==> config.mk <==
export PLATFORM = sky130hd
export DESIGN_NAME = cmp_arbiter
export DESIGN_NICKNAME = d
export VERILOG_FILES = /design/src/rtl/cmp_arbiter.sv
export SDC_FILE = /design/constraint.sdc
export NUM_CORES = 1
export LEC_CHECK = 0
export CAP_MARGIN = 20
export CORE_AREA = 2 2 263 265
export DETAILED_ROUTE_END_ITERATION = 10
export DIE_AREA = 0 0 265 267
export GPL_TIMING_DRIVEN = 1
export PLACE_DENSITY = 0.47
export SLEW_MARGIN = 10
export SYNTH_ARGS = -nofsm -noshare
export SYNTH_HDL_FRONTEND = slang
export SYNTH_SLANG_ARGS = --single-unit
==> constraint.sdc <==
create_clock -name clk -period 3 [get_ports clk]
set_input_delay 0.45 -clock clk [delete_from_list [all_inputs] [get_ports clk]]
set_output_delay 0.45 -clock clk [all_outputs]
set_load 0.02 [all_outputs]
==> src/rtl/cmp_arbiter.sv <==
// cmp_arbiter: shares one combinational compare unit between NUM_REQ requesters.
//
// A round-robin arbiter grants at most one request per cycle. The granted
// operands are registered into a one-deep issue stage that drives the compare
// unit. On the following edge the unit's n/z/sn flags are captured into the
// owning requester's response slot. Each slot holds its response until the
// requester takes it with rsp_ready.
//
// Configuration macro:
//   CMP_ARB_PRIO0_EN  defined: requester 0 has strict priority and does not
//                     move the rr pointer; 1..NUM_REQ-1 share round-robin.
//                     undefined (default): pure round-robin over all requesters.
//
// Ports:
//   clk, rst_n             clock, asynchronous active-low reset
//   req_valid/req_ready    per-requester request handshake
//   req_a/req_b            packed operands, requester i at [i*WIDTH +: WIDTH]
//   rsp_valid/rsp_ready    per-requester response handshake
//   rsp_n/rsp_z/rsp_sn     per-slot unsigned-less, equal, signed-less flags
//   cmp_en                 issue stage valid (compare unit opcode enable)
//   cmp_arg0/cmp_arg1      registered operands to the compare unit
//   cmp_n/cmp_z/cmp_sn     flags returned by the compare unit
//   busy                   any slot occupied or issue stage valid

module cmp_arbiter #(
  parameter int unsigned NUM_REQ = 4,
  parameter int unsigned WIDTH   = 64
) (
  input  logic                       clk,
  input  logic                       rst_n,
  input  logic [NUM_REQ-1:0]         req_valid,
  output logic [NUM_REQ-1:0]         req_ready,
  input  logic [NUM_REQ*WIDTH-1:0]   req_a,
  input  logic [NUM_REQ*WIDTH-1:0]   req_b,
  output logic [NUM_REQ-1:0]         rsp_valid,
  input  logic [NUM_REQ-1:0]         rsp_ready,
  output logic [NUM_REQ-1:0]         rsp_n,
  output logic [NUM_REQ-1:0]         rsp_z,
  output logic [NUM_REQ-1:0]         rsp_sn,
  output logic                       cmp_en,
  output logic [WIDTH-1:0]           cmp_arg0,
  output logic [WIDTH-1:0]           cmp_arg1,
  input  logic                       cmp_n,
  input  logic                       cmp_z,
  input  logic                       cmp_sn,
  output logic                       busy
);

  localparam int unsigned PTR_W = (NUM_REQ > 1) ? $clog2(NUM_REQ) : 1;

  typedef enum logic [1:0] {
    SLOT_IDLE = 2'd0,
    SLOT_PEND = 2'd1,
    SLOT_DONE = 2'd2
  } slot_state_e;

  slot_state_e              slot_q [NUM_REQ];
  slot_state_e              slot_d [NUM_REQ];
  logic [PTR_W-1:0]         rr_q, rr_d;
  logic                     issue_vld_q, issue_vld_d;
  logic [PTR_W-1:0]         owner_q, owner_d;
  logic [WIDTH-1:0]         arg0_q, arg0_d;
  logic [WIDTH-1:0]         arg1_q, arg1_d;
  logic [NUM_REQ-1:0]       rsp_n_q, rsp_n_d;
  logic [NUM_REQ-1:0]       rsp_z_q, rsp_z_d;
  logic [NUM_REQ-1:0]       rsp_sn_q, rsp_sn_d;
  logic                     busy_q, busy_d;

  logic [NUM_REQ-1:0]       eligible_c;
  logic [NUM_REQ-1:0]       grant_c;
  logic                     grant_vld_c;
  logic [PTR_W-1:0]         grant_idx_c;
  logic [PTR_W-1:0]         grant_next_c;
  logic [WIDTH-1:0]         a_arr [NUM_REQ];
  logic [WIDTH-1:0]         b_arr [NUM_REQ];

  // Unpack the flat operand buses into per-requester views.
  always_comb begin
    for (int unsigned i = 0; i < NUM_REQ; i++) begin
      a_arr[i] = req_a[i*WIDTH +: WIDTH];
      b_arr[i] = req_b[i*WIDTH +: WIDTH];
    end
  end

  // A requester can only be granted while its slot is free.
  always_comb begin
    eligible_c = '0;
    for (int unsigned i = 0; i < NUM_REQ; i++) begin
      eligible_c[i] = req_valid[i] && (slot_q[i] == SLOT_IDLE);
    end
  end

  // Pick the first eligible index at or after the rr pointer.
  always_comb begin : arb_pick
    logic [PTR_W-1:0] cand;
    grant_vld_c = 1'b0;
    grant_idx_c = '0;
    cand        = '0;
`ifdef CMP_ARB_PRIO0_EN
    if (eligible_c[0]) begin
      grant_vld_c = 1'b1;
      grant_idx_c = '0;
    end else begin
      // Index 0 is skipped here; it only ever wins through the priority path.
      for (int unsigned j = 0; j < NUM_REQ; j++) begin
        cand = PTR_W'((32'(rr_q) + j) % NUM_REQ);
        if (!grant_vld_c && (cand != '0) && eligible_c[cand]) begin
          grant_vld_c = 1'b1;
          grant_idx_c = cand;
        end
      end
    end
`else
    for (int unsigned j = 0; j < NUM_REQ; j++) begin
      cand = PTR_W'((32'(rr_q) + j) % NUM_REQ);
      if (!grant_vld_c && eligible_c[cand]) begin
        grant_vld_c = 1'b1;
        grant_idx_c = cand;
      end
    end
`endif
  end

  // One-hot grant; a grant is exactly the accept for that requester.
  always_comb begin
    grant_c = '0;
    if (grant_vld_c) begin
      grant_c[grant_idx_c] = 1'b1;
    end
  end

  assign req_ready = grant_c;

  // Pointer moves to the slot after the winner, wrapping at NUM_REQ.
  always_comb begin
    grant_next_c = (32'(grant_idx_c) == NUM_REQ - 1) ? '0 : grant_idx_c + PTR_W'(1);
    rr_d = rr_q;
    if (grant_vld_c) begin
`ifdef CMP_ARB_PRIO0_EN
      if (grant_idx_c != '0) begin
        rr_d = grant_next_c;
      end
`else
      rr_d = grant_next_c;
`endif
    end
  end

  // Issue stage: always drains in one cycle; args hold when idle.
  always_comb begin
    issue_vld_d = grant_vld_c;
    owner_d     = owner_q;
    arg0_d      = arg0_q;
    arg1_d      = arg1_q;
    if (grant_vld_c) begin
      owner_d = grant_idx_c;
      arg0_d  = a_arr[grant_idx_c];
      arg1_d  = b_arr[grant_idx_c];
    end
  end

  // Per-slot state machine and response capture.
  always_comb begin
    rsp_n_d  = rsp_n_q;
    rsp_z_d  = rsp_z_q;
    rsp_sn_d = rsp_sn_q;
    for (int unsigned i = 0; i < NUM_REQ; i++) begin
      slot_d[i] = slot_q[i];
      case (slot_q[i])
        SLOT_IDLE: begin
          if (grant_c[i]) begin
            slot_d[i] = SLOT_PEND;
          end
        end
        SLOT_PEND: begin
          // The issue stage is single-cycle, so the owner match lands on
          // the first edge after the accept.
          if (issue_vld_q && (owner_q == PTR_W'(i))) begin
            slot_d[i]   = SLOT_DONE;
            rsp_n_d[i]  = cmp_n;
            rsp_z_d[i]  = cmp_z;
            rsp_sn_d[i] = cmp_sn;
          end
        end
        SLOT_DONE: begin
          if (rsp_ready[i]) begin
            slot_d[i] = SLOT_IDLE;
          end
        end
        default: begin
          slot_d[i] = SLOT_IDLE;
        end
      endcase
    end
  end

  // Busy reflects the state that will be held after this edge.
  always_comb begin
    busy_d = issue_vld_d;
    for (int unsigned i = 0; i < NUM_REQ; i++) begin
      if (slot_d[i] != SLOT_IDLE) begin
        busy_d = 1'b1;
      end
    end
  end

  // State registers.
  always_ff @(posedge clk or negedge rst_n) begin
    if (!rst_n) begin
      for (int unsigned i = 0; i < NUM_REQ; i++) begin
        slot_q[i] <= SLOT_IDLE;
      end
      rr_q        <= '0;
      issue_vld_q <= 1'b0;
      owner_q     <= '0;
      arg0_q      <= '0;
      arg1_q      <= '0;
      rsp_n_q     <= '0;
      rsp_z_q     <= '0;
      rsp_sn_q    <= '0;
      busy_q      <= 1'b0;
    end else begin
      for (int unsigned i = 0; i < NUM_REQ; i++) begin
        slot_q[i] <= slot_d[i];
      end
      rr_q        <= rr_d;
      issue_vld_q <= issue_vld_d;
      owner_q     <= owner_d;
      arg0_q      <= arg0_d;
      arg1_q      <= arg1_d;
      rsp_n_q     <= rsp_n_d;
      rsp_z_q     <= rsp_z_d;
      rsp_sn_q    <= rsp_sn_d;
      busy_q      <= busy_d;
    end
  end

  // Response valid is a direct decode of the slot register.
  always_comb begin
    for (int unsigned i = 0; i < NUM_REQ; i++) begin
      rsp_valid[i] = (slot_q[i] == SLOT_DONE);
    end
  end

  assign rsp_n    = rsp_n_q;
  assign rsp_z    = rsp_z_q;
  assign rsp_sn   = rsp_sn_q;
  assign cmp_en   = issue_vld_q;
  assign cmp_arg0 = arg0_q;
  assign cmp_arg1 = arg1_q;
  assign busy     = busy_q;

endmodule

Word level (Yosys, flattened, before mapping). Cells that the tools add are included.

Flip-flop bits (word level): 154. Input port bits: 525. Logic and storage cells: 120.

Order comparisons: 7. Muxes and demuxes: 46. Reductions and logical operators: 28. Bitwise gates (word level): 1. Add/sub/neg operators: 4. Equality and inequality tests: 12.

Operator list (count): binary-select mux 64 bit (select 2 bit) (2); two-way mux 64 bit (4); two-way mux 2 bit (17); one-hot mux 2 bit (3 select lines) (4); less-than comparator 2 x 3 -> 1 bit (second input constant) (5); equality test 2 bit (second input constant) (7); two-way mux 1 bit (13); logical AND 1 bit (12); equality test 2 x 1 -> 1 bit (second input constant) (5); logical NOT 2 bit (5); binary-select mux 1 bit (select 2 bit) (4); AND reduction 2 bit (4); nonzero test 2 bit (4); adder 2 x 1 -> 2 bit (second input constant) (2); adder 2 bit (second input constant) (2); two-way mux 4 bit (1); >= comparator 3 bit (second input constant) (1); logical NOT 1 bit (3); inverter 2 -> 3 bit (1); demux 1 bit (select 2 bit) (1); >= comparator 2 x 1 -> 1 bit (second input constant) (1).

Depth between registers and ports, before layout.
Depth in word-level cells: 26. Depth in mapped cells: 10.

Worst setup path after synthesis. OpenSTA, ideal clock, no wires.

Path kind: register to register. From: register slot_q[2] in the netlist's numbering. To: register busy_q, in the netlist busy. Setup slack: -0.006 ns. Cell stages (with the launch flop): 11. Arrival: 2.867 ns. Data required time: 2.861 ns. Library setup time: 0.139 ns. Cells stage by stage: dfrtp_1 -> or4b_4 -> a21boi_1 -> a22oi_4 -> inv_2 -> buf_2 -> clkbuf_1 -> ha_1 -> and2_1 -> o21a_1 -> or4_1.

RTL lines: start, declared (RTL line 57) `slot_state_e slot_q [NUM_REQ];`; start signal, assigned by index (RTL line 224) `slot_q[i] <= slot_d[i];`; end signal, assigned (RTL line 234) `busy_q <= busy_d;`; end, declared (RTL line 67) `logic busy_q, busy_d;`.

Worst setup path after layout.
From: input req_valid[2]. To: output req_ready[2].

Longest elaborated chain between the ends: 18. Elaborated cells on any way between the ends: 29. Those cells by class: order compare (2); mux (19); reduce/logical (8).

Ends and longest elaborated chain: start, declared (RTL line 31) `input logic [NUM_REQ-1:0] req_valid,`; logical AND 1 bit (*) (RTL line 89) `eligible_c[i] = req_valid[i] && (slot_q[i] == SLOT_IDLE);`; binary-select mux 1 bit (select 2 bit) (RTL line 116) `if (!grant_vld_c && eligible_c[cand]) begin`; two-way mux 1 bit (not written as such) (RTL line 116); two-way mux 1 bit (RTL line 116); logical NOT 1 bit (RTL line 116); logical AND 1 bit (RTL line 116); two-way mux 1 bit (RTL line 116); logical NOT 1 bit (RTL line 116); (+3 left out); logical AND 1 bit (RTL line 116); two-way mux 2 bit (*) (RTL line 116); net grant_idx_c[1] (RTL line 72) `logic [PTR_W-1:0] grant_idx_c;`; less-than comparator 2 x 3 -> 1 bit (not written as such) / >= comparator 2 x 1 -> 1 bit (equally long branches) (RTL line 128) `grant_c[grant_idx_c] = 1'b1;`; logical AND 1 bit (not written as such) (RTL line 128); two-way mux 1 bit (not written as such) (RTL line 128); demux 1 bit (select 2 bit) (*) (RTL line 128); two-way mux 4 bit (*) (RTL line 127) `if (grant_vld_c) begin`; end, declared (RTL line 32) `output logic [NUM_REQ-1:0] req_ready,`.

Mark *: on every way through the listed nets, which the timed path passes. The rest lies on a longest branch. The select of a mux whose other input is x is not followed.

==> impl_metrics.tcl <==
set metrics [dict create \
    status "completed" \
    synth_top_area_cell "dfrtp_1" \
    ff_latch_area_sq_mm 0.00385 \
    max_freq_mhz 346 \
    p_leak_nw 7.72 \
    grt_pass1_vias 12200 \
    synth_compound_area_frac 0.181 \
    gr-usage-all-layers 0.151 \
    final_hold_viol_count 0 \
    avgViaCountPerCell 4.42 \
    grt_max_degree 93 \
    finish.net_count 2239 \
    netlist_area_sq_mm 0.0103 \
    yosys-top-cells-count "nand3_1, dfrtp_1, mux2i_1" \
    core.rowCount 96 \
    maxSlewViolCount 0 \
    cp_max_fo 5 \
    clock_latency_ns 0.49 \
    io_pins 675 \
    max_stage_delay_ns 0.49 \
    synthArstFlopShare 1.00 \
    synth_most_common_cell "nand3_1" \
    grt_pass1_wl_um 79400 \
    cts-root-buf "clkbuf_16" \
    die_x_um 265 \
    stdcell_count 2608 \
    hpwl_um 42800 \
    htree_levels 4 \
    seq_power_share 0.181 \
    synth_xor_area_frac 0 \
    gp_congestion 0.831 \
    whs_ns 0.512 \
    synth.distinct_cells 43 \
    io_buffers 674 \
    power_frac_comb 0.717 \
    critical_path_arrival_ns 2.44 \
    pre_cts_slack_ns -0.408 \
    nFillCells 7084 \
    yosys_warnings 0 \
    synth-simple-area-share 0.134 \
    swShare 0.457 \
    overflow 0 \
    routedWlPerCell_um 21.2 \
    fin_skew_ns 0.0199 \
    avgSynthCellArea_sq_um 10.0 \
    setup_viol 0 \
    antenna_found_initial 6 \
    cts_tree "yes" \
    min_path_type "reg -> reg" \
    die_area_sq_mm 0.0708 \
    multi_input_area_sq_mm 0.00585 \
    p_sw_mw 10.2 \
    cts_sinks 154 \
    core_sq_mm 0.0680 \
    period_minus_slack_ns 2.89 \
    wl_um 55200 \
    cp_slowest_cell "clkdlybuf4s50_1" \
    layout-drive-gt1-share 0.144 \
    synthFlopType "dfrtp_1" \
    cap_violations 0 \
    setup_ws_ns 0.109 \
    clkTransAtPathRegs_ns 0.08 \
    grt_setup_unrepaired "no" \
    yosys.area_share.adder 0.00365 \
    drc_errors 0 \
    fp.dieH_um 267 \
    cp-start-kind "primary input" \
    clock_path_buffers 2 \
    worstMarginPinSlew_ns 0.748 \
    drtAntennaViolNets 0 \
    placed_cells_incl_taps 2568 \
    first_pass_iters 4 \
    p_per_area_mw_per_mm2 1160 \
    fin_util 0.284 \
    cp_cell_sequence "clkdlybuf4s50_1 -> or3b_1 -> o311ai_4 -> nand2_2 -> inv_4 -> ha_1 -> and2_1 -> buf_4" \
    critPathRequiredTime_ns 2.55 \
    crit_path_end_kind "output pin" \
    finalCritPeriodShare 0.964 \
    synth.top_cell.area_share 0.375 \
    synth_top_family_by_area "multiplexers" \
    power.internal_mw 12.1 \
    drt-initial-drc-count 590 \
    synth-seq-cells 154 \
    start_util 0.151 \
    vdd_drop_max_mv 0.482 \
    synth_nets 1553 \
    yosysSeqAreaShare 0.375 \
    synthTopCellsByArea "dfrtp_1, mux2i_1, mux2_2" \
    critical_path_class "in -> out" \
    synth-edff-count 0 \
    vias 11500 \
    cts_buffers 17 \
    synth_mux_area_frac 0.245 \
    clockPowerShare 0.103 \
    syn_to_final_growth_pct 87.9 \
    syn_inst 1025 \
    slew_headroom 0.501 \
]
-- path summary, 6_finish.rpt --
check / start / endpoint / slack, ns / depth (start not counted)
max in group asynchronous: rst_n / slot_q[0]$_DFF_PN0_ / 1.64 / 3
max: req_valid[2] / req_ready[2] / 0.11 / 8
min in group asynchronous: rst_n / cmp_arg1[41]$_DFFE_PN0P_ / 0.57 / 2
max reg2reg: rr_q[0]$_DFFE_PN0P_ / cmp_arg1[23]$_DFFE_PN0P_ / 0.16 / 8
min reg2reg: rsp_n[3]$_DFFE_PN0P_ / rsp_n[3]$_DFFE_PN0P_ / 0.51 / 1
min: rsp_n[3]$_DFFE_PN0P_ / rsp_n[3]$_DFFE_PN0P_ / 0.51 / 1
-- cell usage in the layout (no fill, tap or decap), types with 2 or more instances in the layout --
cell type        instances
nand2b_1                 5
buf_4                   89
nor3b_1                  5
clkbuf_16               17
buf_12                  18
mux2i_1                128
or3b_1                   2
nor2b_1                  2
nand3_1                196
nor2_1                  36
a221oi_1                30
clkinv_2                 2
a221o_1                 98
or4_1                    2
a21oi_1                  2
nor3_1                   2
diode_2                  2
inv_6                    6
o21a_1                   2
a211oi_1                61
inv_8                    4
and2_1                   3
ha_1                     2
buf_6                    2
dfrtp_1                154
mux2_1                  20
nand2_1                  9
a21oi_2                  2
inv_1                   35
mux2_2                  90
clkdlybuf4s50_1        669
-- final cells by class --
| class | count | share of cell area |
|---|---|---|
| timing repair buffer | 781 | 0.402 |
| multi-input combinational | 719 | 0.303 |
| sequential | 154 | 0.200 |
| tap | 882 | 0.0571 |
| clock buffer | 18 | 0.0222 |
| inverter | 38 | 0.00790 |
| clock inverter | 14 | 0.00784 |
| antenna | 2 | 0.000259 |
-- flip-flops by register name (all words and copies together) (netlist names), 2 cells and up --
register and cells:
rsp_sn 4, rsp_z 4, slot_q 8, cmp_arg0 64, rsp_n 4, rr_q 2, owner_q 2, cmp_arg1 64
-- routing by layer --
| layer | wire [um] | GRT usage | vias to the layer above |
|---|---|---|---|
| met5 | 13 | 0 | - |
| met1 | 21800 | 0.172 | 5609 |
| li1 | - | - | 5337 |
| met3 | 4860 | 0.0519 | 45 |
| met4 | 1170 | 0.0483 | 2 |
| met2 | 27400 | 0.265 | 524 |
-- repair_timing --
| item | in CTS | in global routing |
|---|---|---|
| pin swaps | 3 | 4 |
| hold buffers | 1 | 0 |
| endpoints found under the hold margin | 3 | 0 |
| buffers inserted | 4 | 2 |
| setup endpoints to repair | 4 | 3 |
| gates resized for setup | 15 | 2 |
-- critical path, delay by kind of cell --
kind / cells / cell delay (ns)
AOI/OAI and AO/OA: 1 / 0.34
adders and majority gates: 1 / 0.14
buffers and inverters: 3 / 0.77
and+or+nand+nor: 3 / 0.74
-- power by group through the flow --
stage	logic [mW]	registers, mW	clock network (mW)
after CTS	16.2	4.03	2.40
after global routing	17.2	4.16	2.47
after detailed placement	16.1	4.03	0
after global placement	16.0	4.04	0
after floorplan	7.88	5.08	0
final	16.0	4.04	2.29
-- cell families (layout without fill, tap and decap cells) --
kind of cell | Yosys count | count (layout)
and+or+nand+nor | 272 | 272
muxes | 238 | 238
AOI/OAI and AO/OA | 206 | 206
DFF | 154 | 154
buffers and inverters | 152 | 851
adders and majority gates | 3 | 3
other | 0 | 2
-- per-stage QoR --
stage | total power [mW] | TNS [ns] | area, sq um
floorplan | 13.0 | 0 | 10300
global placement | 20.0 | -19.77 | 18700
detailed placement | 20.2 | -23.54 | 18700
CTS | 22.6 | 0 | 19300
global route | 23.8 | 0 | 19300
finish | 22.3 | 0 | 19300
Note: power is estimated with default switching activity, not from simulation.
